$ cat config.mk
export PLATFORM = sky130hd
export DESIGN_NAME = bumper_nav_ctrl
export DESIGN_NICKNAME = d
export VERILOG_FILES = /design/src/rtl/nav_pkg.sv /design/src/rtl/bumper_debounce.sv /design/src/rtl/bumper_nav_ctrl.sv
export SDC_FILE = /design/constraint.sdc
export NUM_CORES = 1
export LEC_CHECK = 0
export CORE_MARGIN = 5
export CORE_UTILIZATION = 48
export CTS_CLUSTER_SIZE = 16
export DETAILED_ROUTE_END_ITERATION = 8
export PLACE_DENSITY = 0.69
export SYNTH_ARGS = -nofsm -noshare
export SYNTH_HDL_FRONTEND = slang
export SYNTH_SLANG_ARGS = --single-unit
$ cat constraint.sdc
create_clock -name clk_i -period 3.4 [get_ports clk_i]
set_clock_uncertainty 0.15 [all_clocks]
set_input_delay 0.68 -clock clk_i [delete_from_list [all_inputs] [get_ports clk_i]]
set_output_delay 0.68 -clock clk_i [all_outputs]
set_load 0.1 [all_outputs]
$ cat src/rtl/nav_pkg.sv
// Shared definitions for the bump-and-turn navigation controller:
// state codes, motor direction levels, turn side and per-state drive.
package nav_pkg;

    localparam logic [2:0] ST_IDLE   = 3'd0;
    localparam logic [2:0] ST_FWD    = 3'd1;
    localparam logic [2:0] ST_BACK   = 3'd2;
    localparam logic [2:0] ST_TURN_L = 3'd3;
    localparam logic [2:0] ST_TURN_R = 3'd4;

    localparam logic DIR_FWD = 1'b1;
    localparam logic DIR_REV = 1'b0;

    typedef enum logic {
        SIDE_L = 1'b0,
        SIDE_R = 1'b1
    } turn_side_t;

    typedef struct packed {
        logic act;
        logic l_dir;
        logic r_dir;
        logic busy;
    } drive_t;

    // Turn away from the obstacle; a left hit (alone or with right) turns right.
    function automatic turn_side_t pick_side(input logic left_hit);
        return left_hit ? SIDE_R : SIDE_L;
    endfunction

    // Motor pattern for each state; unknown codes behave as IDLE.
    function automatic drive_t drive_of(input logic [2:0] st);
        drive_t d;
        d = '{act: 1'b0, l_dir: DIR_FWD, r_dir: DIR_FWD, busy: 1'b0};
        case (st)
            ST_FWD:    d = '{act: 1'b1, l_dir: DIR_FWD, r_dir: DIR_FWD, busy: 1'b0};
            ST_BACK:   d = '{act: 1'b1, l_dir: DIR_REV, r_dir: DIR_REV, busy: 1'b1};
            ST_TURN_L: d = '{act: 1'b1, l_dir: DIR_REV, r_dir: DIR_FWD, busy: 1'b1};
            ST_TURN_R: d = '{act: 1'b1, l_dir: DIR_FWD, r_dir: DIR_REV, busy: 1'b1};
            default:   d = '{act: 1'b0, l_dir: DIR_FWD, r_dir: DIR_FWD, busy: 1'b0};
        endcase
        return d;
    endfunction

endpackage

$ cat src/rtl/bumper_debounce.sv
// Bumper input conditioning: 2-FF synchronizer plus a stability counter.
// Ports: clk_i, reset (async, active-high), i_raw_n (active-low switch),
//        o_pressed (debounced, active-high).
module bumper_debounce #(
    parameter int DEB_CYCLES = 16
) (
    input  logic clk_i,
    input  logic reset,
    input  logic i_raw_n,
    output logic o_pressed
);

    localparam int CW = $clog2(DEB_CYCLES);
    localparam logic [CW-1:0] LAST = CW'(DEB_CYCLES - 1);

    logic [1:0]    r_sync;
    logic [CW-1:0] r_cnt;
    logic          r_level;

    always_ff @(posedge clk_i or posedge reset) begin
        if (reset) begin
            r_sync <= 2'b00;
        end else begin
            r_sync <= {r_sync[0], ~i_raw_n};
        end
    end

    // The level flips on the DEB_CYCLES-th consecutive differing sample;
    // any sample matching the current level restarts the run.
    always_ff @(posedge clk_i or posedge reset) begin
        if (reset) begin
            r_cnt   <= '0;
            r_level <= 1'b0;
        end else if (r_sync[1] != r_level) begin
            if (r_cnt == LAST) begin
                r_cnt   <= '0;
                r_level <= r_sync[1];
            end else begin
                r_cnt <= r_cnt + 1'b1;
            end
        end else begin
            r_cnt <= '0;
        end
    end

    assign o_pressed = r_level;

endmodule

$ cat src/rtl/bumper_nav_ctrl.sv
// Bump-and-turn navigation: FWD until a bumper hits, then BACK and TURN.
// Ports: clk_i, reset, LeftBumper/RightBumper (active-low), run_en, duty;
//        L_Ena/L_Dir/R_Ena/R_Dir motor pins, busy, state_o, bump_count.
module bumper_nav_ctrl
    import nav_pkg::*;
#(
    parameter int DEB_CYCLES  = 16,
    parameter int BACK_CYCLES = 50000,
    parameter int TURN_CYCLES = 25000,
    parameter int PWM_BITS    = 8,
    parameter int CNT_W       = 20
) (
    input  logic                clk_i,
    input  logic                reset,
    input  logic                LeftBumper,
    input  logic                RightBumper,
    input  logic                run_en,
    input  logic [PWM_BITS-1:0] duty,
    output logic                L_Ena,
    output logic                L_Dir,
    output logic                R_Ena,
    output logic                R_Dir,
    output logic                busy,
    output logic [2:0]          state_o,
    output logic [7:0]          bump_count
);

    localparam logic [CNT_W-1:0] BACK_LAST = CNT_W'(BACK_CYCLES - 1);
    localparam logic [CNT_W-1:0] TURN_LAST = CNT_W'(TURN_CYCLES - 1);

    logic                w_l_hit;
    logic                w_r_hit;
    logic                w_hit;
    logic                w_pwm_on;
    logic [2:0]          w_next;
    drive_t              w_drv;

    logic [2:0]          r_state;
    turn_side_t          r_side;
    logic [CNT_W-1:0]    r_timer;
    logic [PWM_BITS-1:0] r_pwm;
    logic [7:0]          r_bumps;
    logic                r_l_ena;
    logic                r_r_ena;
    logic                r_l_dir;
    logic                r_r_dir;
    logic                r_busy;

    bumper_debounce #(.DEB_CYCLES(DEB_CYCLES)) u_deb_l (
        .clk_i     (clk_i),
        .reset     (reset),
        .i_raw_n   (LeftBumper),
        .o_pressed (w_l_hit)
    );

    bumper_debounce #(.DEB_CYCLES(DEB_CYCLES)) u_deb_r (
        .clk_i     (clk_i),
        .reset     (reset),
        .i_raw_n   (RightBumper),
        .o_pressed (w_r_hit)
    );

    assign w_hit    = w_l_hit | w_r_hit;
    assign w_pwm_on = (r_pwm < duty);
    assign w_drv    = drive_of(r_state);

    always_comb begin
        w_next = ST_IDLE;
        if (run_en) begin
            case (r_state)
                ST_IDLE: w_next = ST_FWD;
                ST_FWD:  w_next = w_hit ? ST_BACK : ST_FWD;
                ST_BACK: begin
                    if (r_timer == BACK_LAST) begin
                        w_next = (r_side == SIDE_R) ? ST_TURN_R : ST_TURN_L;
                    end else begin
                        w_next = ST_BACK;
                    end
                end
                ST_TURN_L: w_next = (r_timer == TURN_LAST) ? ST_FWD : ST_TURN_L;
                ST_TURN_R: w_next = (r_timer == TURN_LAST) ? ST_FWD : ST_TURN_R;
                default:   w_next = ST_IDLE;
            endcase
        end
    end

    always_ff @(posedge clk_i or posedge reset) begin
        if (reset) begin
            r_state <= ST_IDLE;
        end else begin
            r_state <= w_next;
        end
    end

    // Timer only runs while staying in a timed phase; any state change
    // (including a forced drop to IDLE) restarts it from zero.
    always_ff @(posedge clk_i or posedge reset) begin
        if (reset) begin
            r_timer <= '0;
        end else if (w_next != r_state || !w_drv.busy) begin
            r_timer <= '0;
        end else begin
            r_timer <= r_timer + 1'b1;
        end
    end

    always_ff @(posedge clk_i or posedge reset) begin
        if (reset) begin
            r_side  <= SIDE_L;
            r_bumps <= 8'd0;
        end else if (r_state == ST_FWD && w_next == ST_BACK) begin
            r_side <= pick_side(w_l_hit);
            if (r_bumps != 8'hFF) begin
                r_bumps <= r_bumps + 8'd1;
            end
        end
    end

    always_ff @(posedge clk_i or posedge reset) begin
        if (reset) begin
            r_pwm <= '0;
        end else begin
            r_pwm <= r_pwm + 1'b1;
        end
    end

    always_ff @(posedge clk_i or posedge reset) begin
        if (reset) begin
            r_l_ena <= 1'b0;
            r_r_ena <= 1'b0;
            r_l_dir <= DIR_FWD;
            r_r_dir <= DIR_FWD;
            r_busy  <= 1'b0;
        end else begin
            r_l_ena <= w_drv.act & w_pwm_on;
            r_r_ena <= w_drv.act & w_pwm_on;
            r_l_dir <= w_drv.l_dir;
            r_r_dir <= w_drv.r_dir;
            r_busy  <= w_drv.busy;
        end
    end

    assign L_Ena      = r_l_ena;
    assign R_Ena      = r_r_ena;
    assign L_Dir      = r_l_dir;
    assign R_Dir      = r_r_dir;
    assign busy       = r_busy;
    assign state_o    = r_state;
    assign bump_count = r_bumps;

endmodule

==> results.md, run 1 <==
* Placed cells at 380
* Total wire length at 5288 µm
* Final Critical Period at 2553 ps
* Hold Path Depth at 0
* Worst r2r dst: r_timer[8]
* Slew Limit Fails at 0
* CP startpoint kind: register
* R2R setup slack at 850 ps
* Final setup viols at 0
* Register area share after synthesis at 50.26%
* Syn Inst Count at 283
* Synth Cell Area at 2893 µm²
* Row cnt at 28
* Max-slew headroom at the worst pin at 52.26%
* Fin crit share at 75.09%
* Post-CTS setup buffers at 0
* Worst IR drop on VDD at 0.2875 mV
* Worst slew pin tran at 709.5 ps
* Clock-pin slew on the worst setup and hold paths at 70 ps
* H-Tree Depth at 3
* Fin Hold WS at 204.7 ps
* CTS Buf Count at 9
* Max cap viols at 0
* Drt wl/cell at 13.35 µm
* Number of synthesized flops with an enable pin at 0
* Unrepaired setup endpoints after global routing: false
* Hold buffers post-CTS at 0
* Vias per cell at 5.348
* CTS Buffer Depth at 2
* Die height at 87.63 µm
* Req. time, crit path at 3450 ps
* YS warnings at 0
* Post-cts sizing count at 0
* Share of the synthesized area in the top cell type at 48.44%
* Dpl hpwl at 3772 µm
* Final std cells w/o fill at 396
* Hold Path Sink: u_deb_r.r_sync[1]
* Tot Pwr at 1.586 mW
* Crit path largest cell delay at 590 ps
* Post-synth top flop: dfrtp_1
* Worst setup margin at 847.1 ps
* Dominant cells by area after synthesis: dfrtp_1, xnor2_1, ha_1, xor2_1, nor2_1
* Asr flop ratio synth at 100.0%
* Starting Density at 49.15%
* Share of layout cells above drive strength 1 at 14.02%
* Fmax achieved at 391.7 MHz
* Root buffer cell: clkbuf_8
* Final Hold Vio Count at 0
* CTS sink cnt at 58
* Placement Setup Slack at 648.2 ps
* Post-route ant nets at 0
* Die area at 7679 µm²
* Crit path cell chain: ha_1, nand4_1, or4_4, o31ai_2, o31ai_1, nand4_2, nor2_1
* DR pass1 iterations at 4
* Die X at 87.63 µm
* Fill count at 512
* TritonCTS clock tree: built
* Antenna Cells at 0
* Top cell family by delay on the critical path: simple AND/OR/NAND/NOR gates
* Core Area at 5886 µm²
* Lkg Pwr at 1.538 nW
* # IOs at 29
* Area grow syn2layout at 18.90%
* Synthesis-stage register bit count at 58
* CP Capture Type: register
* First-pass GRT wire length at 9218 µm
* Status: finished, final reports clean
* Drc violations at 0
* Global Route Usage Sum at 15.56%
* Setup CP Type: register to register
* Vias in the first global route at 2077
* Reg2Reg Launch Point: r_timer[0]
* GPL Wtd Cong at 0.8395
* Worst hold start: u_deb_r.r_sync[0]
* Gr ovfl total at 0
* Pwr Density at 461.0 nW/µm²
* Crit path max fanout at 20
* Bufs and invs on worst path at 0
* Fin nets at 341
* Maximum number of pins on one net before global-route repair at 32
* Syn nets at 308
* Min-delay worst type: register to register
* Unique masters post-synth at 44
* WP data arrival at 2600 ps
* Initial DRC count at 91
* Post-synth top area cell: dfrtp_1
* Worst-Skew Late Latency at 340 ps
* PortBufs at 28
* Initial antenna violation count at 0
* Setup TNS at 0 ps
* Total number of vias at 2118
* Reg2Reg Depth at 7
* Slowest stage cell on the critical path: or4_4
* Syn Area/Cell at 10.22 µm²
## cell families (layout without fill, tap and decap cells)
group                      Yosys count  after routing  synth area share (%)
AOI/OAI and AO/OA                   32             32                 7.440
adders and majority gates           12             12                 5.190
DFF                                 58             58                 50.26
and+or+nand+nor                    114            114                 20.54
buffers and inverters               28             66                 4.369
muxes                                5              5                 1.903
xor gates and xnor gates            34             34                 10.29
## metrics by stage
step	instance area, µm²	util [%]
finish	3440	58.44
global route	3440	58.44
CTS	3440	58.44
detailed placement	3199	54.36
global placement	3199	54.36
floorplan	2893	-
## synth_stat cells (2+ instances only)
library cell / n
and3_1: 5
o21ai_0: 7
nand2_1: 17
nor4_1: 2
buf_6: 2
nand4b_1: 3
xor2_1: 16
dfrtp_1: 56
ha_1: 12
a21o_1: 3
nor2b_1: 2
nand4_1: 8
mux2_2: 4
or3_1: 2
nand2b_1: 4
o31ai_1: 4
xnor2_1: 18
inv_1: 21
a21oi_1: 9
dfstp_2: 2
nor3_1: 4
and4b_1: 2
nor2_1: 37
clkbuf_1: 2
buf_2: 2
nand3_1: 18
nor3b_1: 4
## worst register-to-register path, delay by kind of cell, from the launching register on
| family | cells | cell delay, ps |
|---|---|---|
| AND/OR/NAND/NOR | 4 | 1250 |
| flip-flops | 1 | 390 |
| AO/OA/AOI/OAI | 2 | 370 |
| adder cells (fa/ha/maj) | 1 | 270 |
## layout by cell type (no fill, tap or decap), types with 2 or more instances in the layout
master           netlist  layout
a21oi_1                9       9
o31ai_1                4       4
o21ai_0                7       7
nor2_1                37      37
inv_1                 21      20
nor4_1                 2       2
nand2b_1               4       4
nand4b_1               3       3
clkdlybuf4s50_1        0      12
clkbuf_8               0       9
xor2_1                16      16
nand2_1               17      17
and4b_1                2       2
clkinv_2               0       2
ha_1                  12      12
nand4_1                8       8
buf_4                  1      16
nor3_1                 4       4
a21o_1                 3       3
and3_1                 5       5
dfstp_2                2       2
nand3_1               18      18
bufinv_16              0       3
or3_1                  2       2
dfrtp_1               56      56
mux2_2                 4       4
xnor2_1               18      18
nor2b_1                2       2
nor3b_1                4       4
## sequential cells by signal (all words and copies together) (netlist names)
| name | count |
|---|---|
| L_Dir | 1 |
| R_Dir | 1 |
| R_Ena | 1 |
| bump_count | 8 |
| busy | 1 |
| r_pwm | 8 |
| r_side | 1 |
| r_timer | 20 |
| state_o | 3 |
| u_deb_l.o_pressed | 1 |
| u_deb_l.r_cnt | 4 |
| u_deb_l.r_sync | 2 |
| u_deb_r.o_pressed | 1 |
| u_deb_r.r_cnt | 4 |
| u_deb_r.r_sync | 2 |
## report_power, final
group | leakage (nW) | internal (mW) | switching (mW)
registers | 0.763 | 0.702 | 0.0123
clock network | 0.120 | 0.486 | 0.283
logic | 0.655 | 0.0353 | 0.0667
total | 1.54 | 1.22 | 0.362
## layout make-up
cell class,instances,area [µm²],share of cell area (%)
multi-input combinational,197,1313,38.16
tap,75,93.84,2.728
clock inverter,7,116.4,3.383
clock buffer,9,123.9,3.601
sequential,58,1454,42.27
timing repair buffer,29,260.3,7.566
inverter,21,78.83,2.292
## layer usage
| layer | up-vias | wire [µm] | GRT usage, % |
|---|---|---|---|
| met2 | 48 | 2360 | 23.70 |
| li1 | 1041 | - | - |
| met3 | 8 | 376 | 5.738 |
| met5 | - | 0 | 0 |
| met1 | 1021 | 2471 | 20.48 |
| met4 | 0 | 79 | 5.439 |
## how the worst max path moves through the flow
| stage | from | to | slack (ps) | depth (start not counted) |
|---|---|---|---|---|
| after floorplan | state_o[0] | bump_count[1] | 640 | 6 |
| after global placement | run_en | bump_count[1] | 700 | 5 |
| after CTS | r_timer[0] | r_timer[8] | 830 | 7 |
| final | r_timer[0] | r_timer[8] | 850 | 7 |
| after global routing | r_timer[17] | r_timer[14] | 610 | 6 |
| after detailed placement | run_en | bump_count[1] | 650 | 5 |
Note: power is estimated with default switching activity, not from simulation.
==> inputs of run 2 (changes only) <==
==> constraint.sdc (replaced) <==
create_clock -name clk_i -period 2.7 [get_ports clk_i]
set_clock_uncertainty 0.15 [all_clocks]
set_input_delay 0.54 -clock clk_i [delete_from_list [all_inputs] [get_ports clk_i]]
set_output_delay 0.54 -clock clk_i [all_outputs]
set_load 0.1 [all_outputs]
==> run 2 against run 1 <==
  * Total power grew 12%
  * Global-route usage is essentially flat
  * Core utilization shrank 0.23 points
  * Worst setup slack lost 540 ps
  * Die area unchanged
  * Critical path depth unchanged
  * Critical path type unchanged
  * Largest cell class unchanged
  * Highest routed layer unchanged
==> results.md, run 2 (synthesis results as in run 1) <==
* Total wire length at 5400 µm (was 5288 µm)
* CTS sink cnt at 58 (unchanged)
* GPL Wtd Cong at 0.8656 (was 0.8395)
* Antenna Cells at 0 (unchanged)
* Clock-pin slew on the worst setup and hold paths at 60 ps (was 70 ps)
* Worst r2r dst: r_timer[9] (was r_timer[8])
* Total number of vias at 2111 (was 2118)
* Die area at 7679 µm² (unchanged)
* Worst IR drop on VDD at 0.3505 mV (was 0.2875 mV)
* Vias in the first global route at 2077 (unchanged)
* Drt wl/cell at 13.47 µm (was 13.35 µm)
* Root buffer cell: clkbuf_8 (unchanged)
* Setup TNS at 0 ps (unchanged)
* CTS Buf Count at 9 (unchanged)
* Reg2Reg Launch Point: r_timer[0] (unchanged)
* Die height at 87.63 µm (unchanged)
* Worst path most repeated cell: nor2_1
* Fmax achieved at 418.2 MHz (was 391.7 MHz)
* Worst Setup SP: r_timer[0] (unchanged)
* Final setup viols at 0 (unchanged)
* Global Route Usage Sum at 15.52% (was 15.56%)
* Status: finished, final reports clean (unchanged)
* Worst setup margin at 309.0 ps (was 847.1 ps)
* Reg area at 1455 µm² (was 1454 µm²)
* Design area at 3426 µm² (was 3440 µm²)
* Footprint of the multi-input gates at 1321 µm² (was 1313 µm²)
* Drc violations at 0 (unchanged)
* Max-slew headroom at the worst pin at 54.80% (was 52.26%)
* First-pass GRT wire length at 9190 µm (was 9218 µm)
* Core Area at 5886 µm² (unchanged)
* Crit path max fanout at 20 (unchanged)
* Placed cell areas at 3238 µm² (was 3199 µm²)
* CP Capture Type: register (unchanged)
* Commonest non-fill, non-tap cells in the layout: dfrtp_1, nor2_1, buf_4, inv_1 (was dfrtp_1, nor2_1, inv_1, nand3_1, xnor2_1)
* H-Tree Depth at 3 (unchanged)
* Fin nets at 346 (was 341)
* Setup CP Type: register to register (unchanged)
* Crit path cell chain: ha_1, nand4_1, or4_4, nor2_1, o31ai_1, nand4_4, nor2_1 (was ha_1, nand4_1, or4_4, o31ai_2, o31ai_1, nand4_2, nor2_1)
* Die X at 87.63 µm (unchanged)
* Pwr Density at 519.8 nW/µm² (was 461.0 nW/µm²)
* Dpl hpwl at 3909 µm (was 3772 µm)
* Area grow syn2layout at 18.43% (was 18.90%)
* Biggest register: r_timer (unchanged)
* Placement Setup Slack at 150.6 ps (was 648.2 ps)
* Req. time, crit path at 2760 ps (was 3450 ps)
* Hold buffers post-CTS at 0 (unchanged)
* Crit path largest cell delay at 580 ps (was 590 ps)
* Critical Path Sink: r_timer[9] (was r_timer[8])
* TritonCTS clock tree: built (unchanged)
* CP startpoint kind: register (unchanged)
* Min-delay worst type: register to register (unchanged)
* Gr ovfl total at 0 (unchanged)
* Max cap viols at 0 (unchanged)
* Worst slew pin tran at 672.8 ps (was 709.5 ps)
* Slowest stage cell on the critical path: or4_4 (unchanged)
* WP data arrival at 2450 ps (was 2600 ps)
* Share of layout cells above drive strength 1 at 14.42% (was 14.02%)
* Row cnt at 28 (unchanged)
* Starting Density at 49.15% (unchanged)
* CTS Buffer Depth at 2 (unchanged)
* Fin crit share at 88.56% (was 75.09%)
* Initial antenna violation count at 0 (unchanged)
* # IOs at 29 (unchanged)
* DR pass1 iterations at 4 (unchanged)
* R2R setup slack at 310 ps (was 850 ps)
* Worst-Skew Late Latency at 340 ps (about the same)
* Initial DRC count at 83 (was 91)
* Max FFs per register at 20 (unchanged)
* Reg2Reg Depth at 7 (unchanged)
* PortBufs at 28 (unchanged)
* Vias per cell at 5.264 (was 5.348)
* Maximum number of pins on one net before global-route repair at 29 (was 32)
* Final Hold Vio Count at 0 (unchanged)
* Fill count at 519 (was 512)
* Slew Limit Fails at 0 (unchanged)
* Lkg Pwr at 1.532 nW (was 1.538 nW)
* Unrepaired setup endpoints after global routing: false (unchanged)
* Final Critical Period at 2391 ps (was 2553 ps)
* Tot Pwr at 1.781 mW (was 1.586 mW)
* Post-route ant nets at 0 (unchanged)
* Commonest non-fill, non-tap cell in the layout: dfrtp_1 (unchanged)
run 2: cell types whose count changed in the layout (fill, tap and decap cells not counted), sizes merged:
cell / delta
clkbuf: +4
inv: -1
buf: +5
clkinvlp: -1
bufinv: -2
run 2: power breakdown:
| group | switching [mW] | internal (mW) |
|---|---|---|
| combinational | 0.0860 | 0.0455 |
| clock | 0.325 | 0.424 |
| sequential | 0.0156 | 0.885 |
| total | 0.426 | 1.35 |
run 2: what timing repair did:
item	in CTS	in global routing
setup buffers	0	0
resized for setup	0	1
setup endpoints to repair	0	18
run 2: critical path: cells and delay by family (launching register included):
family / cells / cell delay [ps]
AO/OA/AOI/OAI: 1 / 150
adder cells (fa/ha/maj): 1 / 250
AND/OR/NAND/NOR: 5 / 1330
flip-flops: 1 / 380
run 2: metal layers:
layer  global-route usage, %  share of wire (%)  routed length, µm
met5                       0                  0                  0
met4                   7.252                2.1                116
met3                   4.892                5.0                272
met2                   25.27                 46               2498
met1                   18.74                 47               2512
run 2: through the flow:
stage | utilization [%] | std cells | hold WS (ps)
finish | 58.21 | 401 | 193.0
global route | 58.21 | 401 | 211.5
CTS | 58.06 | 401 | 196.1
detailed placement | 55.02 | 385 | 185.5
global placement | 55.02 | 385 | 184.4
floorplan | - | 283 | 181.2
run 2: cell type report:
type | count | share of cell area, %
sequential | 58 | 42.48
multi-input combinational | 197 | 38.57
timing repair buffer | 34 | 8.692
clock buffer | 13 | 4.054
tap | 75 | 2.739
inverter | 21 | 2.301
clock inverter | 3 | 1.169
run 2: worst min path at each step:
stage               slack [ps]  cells after the start                 to               from
floorplan                  180                      0  u_deb_l.r_sync[1]  u_deb_l.r_sync[0]
global placement           180                      0  u_deb_l.r_sync[1]  u_deb_l.r_sync[0]
detailed placement         190                      0  u_deb_l.r_sync[1]  u_deb_l.r_sync[0]
CTS                        200                      0  u_deb_l.r_sync[1]  u_deb_l.r_sync[0]
global route               210                      0  u_deb_l.r_sync[1]  u_deb_l.r_sync[0]
finish                     190                      0  u_deb_l.r_sync[1]  u_deb_l.r_sync[0]
==> inputs of run 3 (changes only) <==
--- a/config.mk
+++ b/config.mk
@@ -6,10 +6,10 @@
 export NUM_CORES = 1
 export LEC_CHECK = 0
 export CORE_MARGIN = 5
-export CORE_UTILIZATION = 48
+export CORE_UTILIZATION = 43
 export CTS_CLUSTER_SIZE = 16
 export DETAILED_ROUTE_END_ITERATION = 8
-export PLACE_DENSITY = 0.69
+export SLEW_MARGIN = 5
 export SYNTH_ARGS = -nofsm -noshare
 export SYNTH_HDL_FRONTEND = slang
 export SYNTH_SLANG_ARGS = --single-unit
==> run 3 against run 2 <==
  * Sequential cell count did not move
  * Clock power is 23% higher
  * Register-to-register slack about the same
  * Die area increased by 10%
  * Hold slack better by 7.5 ps
  * Count of clock-buffer cells in the layout fell by 1
  * Sequential power about the same
  * Routed wire length shrank 4.5%
  * First-iteration DRC count is 33% lower
  * Non-clock buffer count unchanged
==> results.md, run 3 (synthesis results as in run 1) <==
* Req. time, crit path at 2760 ps (about the same)
* Die area at 8468 µm² (was 7679 µm²)
* Share of power burned in combinational logic at 6.7% (was 7.4%)
* Tot Pwr at 1.952 mW (was 1.781 mW)
* # IOs at 29 (unchanged)
* Initial DRC count at 56 (was 83)
* Root buffer cell: clkbuf_8 (unchanged)
* First-pass GRT wire length at 9149 µm (was 9190 µm)
* Vias per cell at 5.186 (was 5.264)
* Final Hold Vio Count at 0 (unchanged)
* Pwr Density at 559.1 nW/µm² (was 519.8 nW/µm²)
* PortBufs at 28 (unchanged)
* Fin nets at 346 (unchanged)
* Slowest stage cell on the critical path: or4_4 (unchanged)
* Switching power at 0.4284 mW (was 0.4263 mW)
* Reg2Reg Launch Point: r_timer[0] (unchanged)
* Placed cells at 387 (was 385)
* Antenna Cells at 0 (unchanged)
* Commonest non-fill, non-tap cells in the layout: dfrtp_1, nor2_1, inv_1, buf_4 (was dfrtp_1, nor2_1, buf_4, inv_1)
* CP Capture Type: register (unchanged)
* Worst Setup SP: r_timer[0] (unchanged)
* WP data arrival at 2450 ps (about the same)
* Drt wl/cell at 12.80 µm (was 13.47 µm)
* Placed cell areas at 3253 µm² (was 3238 µm²)
* Dpl hpwl at 3732 µm (was 3909 µm)
* Max-slew headroom at the worst pin at 57.97% (was 54.80%)
* Area grow syn2layout at 20.67% (was 18.43%)
* Total wire length at 5157 µm (was 5400 µm)
* Min-delay worst type: register to register (unchanged)
* Post-CTS setup buffers at 0 (unchanged)
* Fmax achieved at 419.6 MHz (was 418.2 MHz)
* TritonCTS clock tree: built (unchanged)
* Crit path max fanout at 20 (unchanged)
* Switching share of power at 21.95% (was 23.94%)
* Unrepaired setup endpoints after global routing: false (unchanged)
* Total number of vias at 2090 (was 2111)
* Status: finished, final reports clean (unchanged)
* Final setup viols at 0 (unchanged)
* Clock-pin slew on the worst setup and hold paths at 60 ps (about the same)
* Worst hold start: u_deb_l.r_sync[0] (unchanged)
* Worst IR drop on VDD at 0.3217 mV (was 0.3505 mV)
* Starting Density at 44.79% (was 49.15%)
* Hold buffers post-CTS at 0 (unchanged)
* Fin crit share at 88.28% (was 88.56%)
* Internal power at 1.523 mW (was 1.355 mW)
* Slew Limit Fails at 0 (unchanged)
* Gr ovfl total at 0 (unchanged)
* Worst-Skew Late Latency at 330 ps (was 340 ps)
* Setup CP Type: register to register (unchanged)
* Part of the power in registers at 46.1% (was 50.5%)
* Final Critical Period at 2383 ps (was 2391 ps)
* Share of layout cells above drive strength 1 at 15.64% (was 14.42%)
* Max cap viols at 0 (unchanged)
* GPL Wtd Cong at 0.9432 (was 0.8656)
* Fin Hold WS at 200.5 ps (was 193.0 ps)
* CTS sink cnt at 58 (unchanged)
* Commonest non-fill, non-tap cell in the layout: dfrtp_1 (unchanged)
* Lkg Pwr at 1.565 nW (was 1.532 nW)
* H-Tree Depth at 3 (unchanged)
* Global Route Usage Sum at 13.38% (was 15.52%)
* Design area at 3491 µm² (was 3426 µm²)
* Crit path cell chain: ha_1, nand4_1, or4_4, o31ai_2, o31ai_1, nand4_2, buf_12, nor2_1 (was ha_1, nand4_1, or4_4, nor2_1, o31ai_1, nand4_4, nor2_1)
* Biggest register: r_timer (unchanged)
* Vias in the first global route at 2085 (was 2077)
* Drc violations at 0 (unchanged)
* Die height at 92.02 µm (was 87.63 µm)
* Row cnt at 29 (was 28)
* DR pass1 iterations at 4 (unchanged)
* Crit path largest cell delay at 590 ps (was 580 ps)
* Post-route ant nets at 0 (unchanged)
* Maximum number of pins on one net before global-route repair at 30 (was 29)
* Final std cells w/o fill at 403 (was 401)
* Post-cts sizing count at 0 (unchanged)
* Initial antenna violation count at 0 (unchanged)
* Worst slew pin tran at 625.6 ps (was 672.8 ps)
* CP startpoint kind: register (unchanged)
* Max FFs per register at 20 (unchanged)
* Die X at 92.02 µm (was 87.63 µm)
* Core Area at 6459 µm² (was 5886 µm²)
* Setup TNS at 0 ps (unchanged)
* CTS Buffer Depth at 2 (unchanged)
* Clock Power Share at 47.2% (was 42.1%)
* CTS Buf Count at 9 (unchanged)
==> run 3: cell count changes in the layout (fill, tap and decap cells not counted), sizes merged <==
cell and change:
bufinv +1, clkbuf -1, clkinv -1, clkinvlp +1
==> run 3: layout make-up <==
class,instances,area [µm²]
Inverter,21,78.83
Sequential cell,58,1455
Clock inverter,4,72.57
Fill cell,569,2968
Multi-Input combinational cell,197,1313
Timing Repair Buffer,34,310.3
Tap cell,77,96.34
Clock buffer,12,165.2
==> run 3: path summary, 6_finish.rpt <==
path                                endpoint  depth (start not counted)  slack, ps
setup / recovery                 r_timer[17]                          8        320
hold / removal             u_deb_l.r_sync[1]                          0        200
setup reg to reg                 r_timer[17]                          8        320
hold reg to reg            u_deb_l.r_sync[1]                          0        200
max in group asynchronous              R_Dir                          3       1430
min in group asynchronous  u_deb_l.r_sync[0]                          2        390
==> run 3: metrics by stage <==
step                      utilization (%)  setup WS (ps)
final                               54.05          316.5
after global routing                54.05          121.8
after CTS                           54.05          308.0
after detailed placement            50.37          91.80
after global placement              50.37          122.8
after floorplan                         -          113.7
==> run 3: critical path: cells and delay by family, from the launching register on <==
kind,cells,cell delay (ps)
simple gates,4,970
flops,1,390
compound gates,2,340
fa+ha+maj,1,260
buf+inv,1,160
==> run 3: power groups by stage <==
stage | Combinational, mW | Sequential, mW | Clock, mW
floorplan | 0.0591 | 0.944 | 0
global placement | 0.132 | 0.914 | 0
detailed placement | 0.132 | 0.915 | 0
CTS | 0.133 | 0.899 | 0.946
global route | 0.143 | 0.901 | 0.988
finish | 0.130 | 0.900 | 0.922
==> run 3: routing by layer <==
layer  vias up  global-route usage [%]  routed length (µm)
met1       993                   16.88                2564
met5         -                       0                   0
met2        41                   21.17                2300
met3         9                   4.419                 216
met4         0                   5.569                  74
li1       1047                       -                   -
